<file path="src/rtl/fetch_pkg.sv">
// Shared definitions for the instruction fetch stage: FSM encoding, reset PC
// default, instruction field positions and word alignment.
package fetch_pkg;

  typedef enum logic [1:0] {
    IDLE = 2'd0,
    REQ  = 2'd1,
    SKID = 2'd2
  } fetch_state_e;

  localparam logic [31:0] RESET_PC_DEFAULT = 32'h0000_0000;

  localparam int OPCODE_MSB = 31;
  localparam int OPCODE_LSB = 26;
  localparam int FUNCT_MSB  = 5;
  localparam int FUNCT_LSB  = 0;

  function automatic logic [31:0] word_align(input logic [31:0] a);
    return a & ~32'h3;
  endfunction

endpackage

</file>
<file path="src/rtl/instr_fetch.sv">
// Instruction fetch: PC, imem request FSM and a registered instruction slot, 1 instr/cycle.
// Latency: instr valid the cycle after ack; stall parks one in-flight word in an inline skid register.
module instr_fetch
  import fetch_pkg::*;
#(
  parameter logic [31:0] RESET_PC = RESET_PC_DEFAULT
) (
  input  logic        clk,
  input  logic        reset,
  output logic        imem_req,
  output logic [31:0] imem_addr,
  input  logic        imem_ack,
  input  logic [31:0] imem_rdata,
  input  logic        stall,
  input  logic        branch_taken,
  input  logic [31:0] branch_target,
  output logic        instr_valid,
  output logic [31:0] instr,
  output logic [5:0]  opcode,
  output logic [5:0]  funct,
  output logic [31:0] pc_plus4
);

  fetch_state_e state, state_nxt;

  logic [31:0] pc, pc_nxt, pc_inc, target;
  logic [31:0] instr_nxt, pc4_nxt;
  logic        valid_nxt, slot_free;
  logic [31:0] skid_instr, skid_instr_nxt, skid_pc4, skid_pc4_nxt;
  logic [31:0] redirect_pc, redirect_pc_nxt;
  logic        redirect_pending, pending_nxt;

  assign pc_inc    = pc + 32'd4;
  assign target    = word_align(branch_target);
  assign slot_free = !instr_valid || !stall;
  assign imem_addr = pc;
  assign opcode    = instr[OPCODE_MSB:OPCODE_LSB];
  assign funct     = instr[FUNCT_MSB:FUNCT_LSB];

  always_comb begin
    state_nxt       = state;
    imem_req        = 1'b0;
    pc_nxt          = pc;
    instr_nxt       = instr;
    // A valid word with no stall is consumed at this edge.
    valid_nxt       = instr_valid && stall;
    pc4_nxt         = pc_plus4;
    skid_instr_nxt  = skid_instr;
    skid_pc4_nxt    = skid_pc4;
    redirect_pc_nxt = redirect_pc;
    pending_nxt     = redirect_pending;

    case (state)
      IDLE: begin
        state_nxt = REQ;
        if (branch_taken) pc_nxt = target;
      end
      REQ: begin
        imem_req = 1'b1;
        if (branch_taken) begin
          valid_nxt = 1'b0;
          if (imem_ack) begin
            pc_nxt      = target;
            pending_nxt = 1'b0;
          end else begin
            // Request still in flight: address must stay put until it returns.
            redirect_pc_nxt = target;
            pending_nxt     = 1'b1;
          end
        end else if (imem_ack) begin
          if (redirect_pending) begin
            pc_nxt      = redirect_pc;
            pending_nxt = 1'b0;
          end else if (slot_free) begin
            instr_nxt = imem_rdata;
            valid_nxt = 1'b1;
            pc4_nxt   = pc_inc;
            pc_nxt    = pc_inc;
          end else begin
            skid_instr_nxt = imem_rdata;
            skid_pc4_nxt   = pc_inc;
            pc_nxt         = pc_inc;
            state_nxt      = SKID;
          end
        end
      end
      SKID: begin
        if (branch_taken) begin
          valid_nxt = 1'b0;
          pc_nxt    = target;
          state_nxt = REQ;
        end else if (!stall) begin
          instr_nxt = skid_instr;
          pc4_nxt   = skid_pc4;
          valid_nxt = 1'b1;
          state_nxt = REQ;
        end
      end
      default: state_nxt = IDLE;
    endcase
  end

  always_ff @(posedge clk) begin
    if (reset) begin
      state            <= IDLE;
      pc               <= word_align(RESET_PC);
      instr            <= '0;
      instr_valid      <= 1'b0;
      pc_plus4         <= '0;
      skid_instr       <= '0;
      skid_pc4         <= '0;
      redirect_pc      <= '0;
      redirect_pending <= 1'b0;
    end else begin
      state            <= state_nxt;
      pc               <= pc_nxt;
      instr            <= instr_nxt;
      instr_valid      <= valid_nxt;
      pc_plus4         <= pc4_nxt;
      skid_instr       <= skid_instr_nxt;
      skid_pc4         <= skid_pc4_nxt;
      redirect_pc      <= redirect_pc_nxt;
      redirect_pending <= pending_nxt;
    end
  end

endmodule

</file>
<file path="config.mk">
export PLATFORM = sky130hd
export DESIGN_NAME = instr_fetch
export DESIGN_NICKNAME = d
export VERILOG_FILES = /design/src/rtl/fetch_pkg.sv /design/src/rtl/instr_fetch.sv
export SDC_FILE = /design/constraint.sdc
export NUM_CORES = 1
export LEC_CHECK = 0
export CORE_UTILIZATION = 52
export CTS_CLUSTER_DIAMETER = 150
export DETAILED_ROUTE_END_ITERATION = 10
export GPL_TIMING_DRIVEN = 0
export HOLD_SLACK_MARGIN = 0.06
export PLACE_DENSITY_LB_ADDON = 0.25
export SLEW_MARGIN = 20
export SYNTH_ARGS = -nofsm -noshare
export SYNTH_HDL_FRONTEND = slang
export SYNTH_SLANG_ARGS = --single-unit
</file>
<file path="constraint.sdc">
create_clock -name clk -period 3.1 [get_ports clk]
set_input_delay 0.62 -clock clk [delete_from_list [all_inputs] [get_ports clk]]
set_output_delay 0.62 -clock clk [all_outputs]
set_load 0.02 [all_outputs]
</file>
Word-level counts from Yosys, hierarchy flattened
Index checks and enable logic that the tools add are counted.
{ "word_totals": {"output_inout_bits": 110, "mem_bits_rw": 0, "mem_bits_ro": 0, "in_bits": 69, "latch_bits": 0, "mem_count": 0, "word_cells": 78, "register_bits": 194} }
{ "op_classes": {"n_bitwise": 4, "order_cmp": 0, "reduce_logical": 15, "shifts": 0, "add_sub_neg": 1, "n_eq_ne": 11, "mul": 0, "muxes": 38, "div_mod_pow": 0} }
{ "ops": {"columns": ["cell", "count"], "rows": [
  ["$mux W32", 17],
  ["$pmux W32 S2", 3],
  ["$add A32 B3 Y32 const B", 1],
  ["$ne A2 B2 Y1 const B", 7],
  ["$mux W2", 6],
  ["$mux W1", 10],
  ["$reduce_and A5 Y1", 2],
  ["$reduce_and A7 Y1", 1],
  ["$pmux W2 S3", 1],
  ["$reduce_and A3 Y1", 2],
  ["$reduce_bool A2 Y1", 3],
  ["$not A1 Y1", 4],
  ["$ne A3 B3 Y1 const B", 1],
  ["$eq A2 B1 Y1 const B", 1],
  ["$eq A2 B2 Y1 const B", 1],
  ["$logic_not A1 Y1", 2],
  ["$logic_not A2 Y1", 1],
  ["$ne A2 B1 Y1 const B", 1],
  ["$pmux W1 S2", 1],
  ["$reduce_and A2 Y1", 1],
  ["$reduce_or A2 Y1", 1],
  ["$logic_and A1 B1 Y1", 1],
  ["$logic_or A1 B1 Y1", 1]
]} }

Depth between registers and ports, before layout
{ "logic_depth": {"word_depth": 7, "depth_mapped": 10, "mapped_depth_nobuf": 7} }

Worst setup path after synthesis
No wires, ideal clock.
{ "synth_timing": {"kind": "reg2reg", "from": "reg state[1]", "to": "reg pc[27] (netlist: imem_addr[27])", "slack_ns": 0.793, "setup_ns": 0.117, "required_time_ns": 2.983, "arrival_time_ns": 2.189, "n_path_buf": 2, "path_stages_with_launch": 9, "synth_period_minus_slack_ns": 2.307, "path_cell_list": "dfxtp_1 > inv_1 > ha_1 > clkbuf_1 > nor2b_1 > a211oi_1 > clkbuf_1 > o21ai_0 > a32o_2"} }
{ "synth_between": {"elab_chain_cells": 4, "elab_cells_between_ends": 9, "classes_between": "eq/ne (4); mux (1); reduce/logical (4)"} }
{ "synth_rtl": {"columns": ["item", "line_no", "text"], "rows": [
  ["from (decl)", "instr_fetch.sv:24", "fetch_state_e state, state_nxt;"],
  ["from (signal assigned)", "instr_fetch.sv:115", "state <= state_nxt;"],
  ["$eq A2 B2 Y1 / $logic_not A2 Y1 (equally long branches)", "instr_fetch.sv:53", "case (state)"],
  ["$reduce_or A2 Y1 (no line)", null, null],
  ["$ne A2 B1 Y1 (no line) / $reduce_bool A2 Y1 (equally long branches)", null, null],
  ["$reduce_and A3 Y1 (no line)", null, null],
  ["to (signal assigned)", "instr_fetch.sv:106", "pc <= word_align(RESET_PC);"],
  ["to (signal assigned)", "instr_fetch.sv:116", "pc <= pc_nxt;"],
  ["to (decl)", "instr_fetch.sv:26", "logic [31:0] pc, pc_nxt, pc_inc, target;"]
]} }
Parallel ways exist; a longest one is shown, timed or not.
A chain may end at the register's enable or synchronous reset.

Worst setup path in the final report
{ "layout_timing": {"from": "in imem_ack", "to": "reg pc_plus4[18]"} }
{ "layout_between": {"elab_chain_cells": 2} }
{ "layout_rtl": {"columns": ["item", "line_no", "text"], "rows": [
  ["from (decl)", "instr_fetch.sv:12", "input logic imem_ack,"],
  ["$ne A2 B2 Y1 (no line)", null, null],
  ["$reduce_and A7 Y1 (no line)", null, null],
  ["to (signal assigned)", "instr_fetch.sv:119", "pc_plus4 <= pc4_nxt;"],
  ["to (decl)", "instr_fetch.sv:21", "output logic [31:0] pc_plus4"]
]} }
Every way passes these cells.

==> out/results.txt <==
placer congestion estimate: 0.938
CP Capture Type: flip-flop
power share of the clock group: 34.4%
status: finished, final reports clean
final setup TNS: 0 ns
switching power of the nets: 1.96 mW
clock-pin slew on the worst setup and hold paths: 0.07 ns
Period minus WS final: 3.01 ns
Root Buffer: clkbuf_16
starting DRC count in detailed routing: 745
Final Skew: 0.0114 ns
P&R area growth vs syn: 29.5%
area of the multi-input gates: 4510 um2
top_reg_cell synth: dfxtp_1
met3 usage: 4.84%
# rows: 47
# port buffers: 171
MaxCap Viol Count: 0
initial antenna violation count: 0
Final period util: 97.2%
via count: 8,905
number of synthesized flops with an enable pin: 0
clk_lat worst skew: 0.44 ns
GRT met1 Usage: 44.4%
detailed placement HPWL: 20,100 um
depth of the CTS H-tree: 4
sequential area share after synthesis: 43.0%
Layout Nets: 1,348
switching share of power: 31.3%
Max Root-Sink Buffers: 2
crit path DAT: 3.38 ns
cts bufs inserted: 17
Synth area leaders: dfxtp_1 (43%), nand2_1 (8.4%), a21oi_1 (6.4%), mux2i_1 (4.7%), a211oi_1 (4.6%)
Sequential Area: 3760 um2
antenna-violating nets left: 0
Comb power frac: 22.1%
WS Path Type: input pin to flip-flop
hold buffers post-CTS: 0
Yosys reg bits: 188
drt pass-1 iters: 5
Slew headroom: 45.4%
Max VDD drop: 0.450 mV
Die Height: 132 um
Crit Path Max Fanout: 10
synthesized area: 8760 um2
vias in the first global route: 8,095
gr usage total: 32.1%
met2 Resource Use GR: 50.0%
die area: 17,400 um2
Post-Place Cells: 1,476
Sink Count: 188
Vias/cell: 5.91
CTS tree: built
core area: 16,500 um2
largest net degree at the start of global routing: 17
Top Usage Layer GRT: met2
Least-Margin Pin Slew: 0.820 ns
Synth async-reset ratio: 0%
FMAX: 0.332 GHz
unique cell type count in the Yosys netlist: 64
Routed WL per cell: 18.5 um
final non-filler cell total: 1,508
GRT overflow: 0
WL final: 28,000 um
Initial Util: 53.0%
Worst setup SP type: input pin
DRC Markers: 0
area leader, netlist: dfxtp_1
Int Power: 4.30 mW
Antenna Cells: 0
worst min-delay path class: flip-flop to flip-flop
Yosys Warn Count: 0
FILL cells: 1,367
RSZ-0062 raised after global routing: no
pins over their slew limit: 0
post-synth top area share: 43.0%
global-route wire length before repair: 43,900 um
Flop pwr share: 43.5%
Fin. Hold Viols: 0
Pwr Density: 551 nW/um2
Synth Area per Inst: 8.10 um2
# setup viols final: 0
share of layout cells above drive strength 1: 6.21%
I/O pin total: 179
CP Data Required Time: 3.46 ns
Post-Synthesis Cells: 1,082
Die Span X: 132 um
total leakage power: 3.79 nW
Overall Power: 6.25 mW
==> final timing paths <==
| path | cells past startpoint | start | to | slack, ns |
|---|---|---|---|---|
| worst max-delay path | 8 | imem_ack | pc_plus4[18]$_SDFFE_PP0P_ | 0.09 |
| worst min-delay path | 2 | pc_plus4[4]$_SDFFE_PP0P_ | pc_plus4[4]$_SDFFE_PP0P_ | 0.45 |
| worst max register to register | 10 | state[0]$_SDFFE_PP0P_ | imem_addr[31]$_SDFFE_PP0P_ | 0.20 |
| worst min register to register | 2 | pc_plus4[4]$_SDFFE_PP0P_ | pc_plus4[4]$_SDFFE_PP0P_ | 0.45 |
==> worst max-delay path: stages <==
cell and delay, ns:
clkdlybuf4s50_1 0.65, nor3b_1 0.39, a21boi_0 0.26, nor2_2 0.38
buf_2 0.34, buf_2 0.31, o311ai_0 0.24, a21oi_1 0.18
==> synthesized netlist by cell type, drive strengths merged, types with 17 or more instances <==
master / n
nand2: 197
dfxtp: 188
a21oi: 112
nor2: 101
clkbuf: 78
a211oi: 58
mux2i: 41
o21ai: 39
nand3: 33
buf: 27
nor3: 20
xnor2: 17
==> power by group through the flow <==
| stage | sequential (mW) | combinational [mW] | clock, mW |
|---|---|---|---|
| detailed placement | 2.77 | 1.35 | 0 |
| CTS | 2.72 | 1.36 | 2.15 |
| floorplan | 2.89 | 0.588 | 0 |
| finish | 2.72 | 1.38 | 2.15 |
| global placement | 2.77 | 1.33 | 0 |
| global route | 2.74 | 1.47 | 2.26 |
==> per-stage QoR <==
stage / worst slack (ns) / hold WS [ns] / cell area [um2] / utilization, %
after CTS: 0.0307 / 0.453 / 11300 / 68.6
after global routing: 0.0150 / 0.471 / 11300 / 68.6
after floorplan: 0.793 / 0.431 / 8770 / -
final: 0.0864 / 0.453 / 11300 / 68.6
after global placement: -0.288 / 0.439 / 10800 / 65.1
after detailed placement: -0.322 / 0.443 / 10800 / 65.1
==> area by class of cell <==
class,count,share of cell area (%)
Clock buffer,21,4.06
Sequential cell,188,33.2
Buffer,105,4.15
Clock inverter,11,0.971
Tap cell,220,2.43
Inverter,10,0.331
Timing Repair Buffer,171,15.1
Multi-Input combinational cell,782,39.8
==> logic make-up (layout without fill, tap and decap cells) <==
group	count (synthesis)	count (layout)	synth area share, %
AO/OA/AOI/OAI	296	296	21.6
other	1	4	0.0428
AND/OR/NAND/NOR	412	412	21.9
buffers and inverters	115	318	5.77
multiplexers	41	41	4.68
XOR/XNOR	25	25	2.50
adder cells (fa/ha/maj)	4	4	0.571
flip-flops	188	188	43.0
==> registers in the layout, summed over array words and instances, names as in the netlist <==
register,cells
instr,32
skid_instr,32
imem_addr,30
pc_plus4,30
redirect_pc,30
skid_pc4,30
state,2
instr_valid,1
redirect_pending,1
==> layout by cell type (no fill, tap or decap), types with 16 or more instances in the layout <==
master / synthesis / routed
a211oi_1: 54 / 53
a21oi_1: 112 / 112
buf_4: 16 / 16
clkbuf_1: 78 / 77
clkbuf_16: 0 / 17
clkdlybuf4s50_1: 0 / 171
dfxtp_1: 188 / 188
mux2i_1: 41 / 41
nand2_1: 197 / 197
nand3_1: 33 / 33
nor2_1: 101 / 99
nor3_1: 18 / 18
o21ai_0: 39 / 39
xnor2_1: 17 / 17
==> layer usage <==
metal / up-vias / wire length, um
met4: 0 / 908
met2: 440 / 12500
met1: 4198 / 12500
met3: 66 / 2090
met5: - / 0
li1: 4201 / -
==> timing repair <==
| action | in CTS | in global routing |
|---|---|---|
| setup buffers | 0 | 0 |
| resized for setup | 0 | 8 |
| setup endpoints to repair | 0 | 45 |
Note: power is estimated with default switching activity, not from simulation.
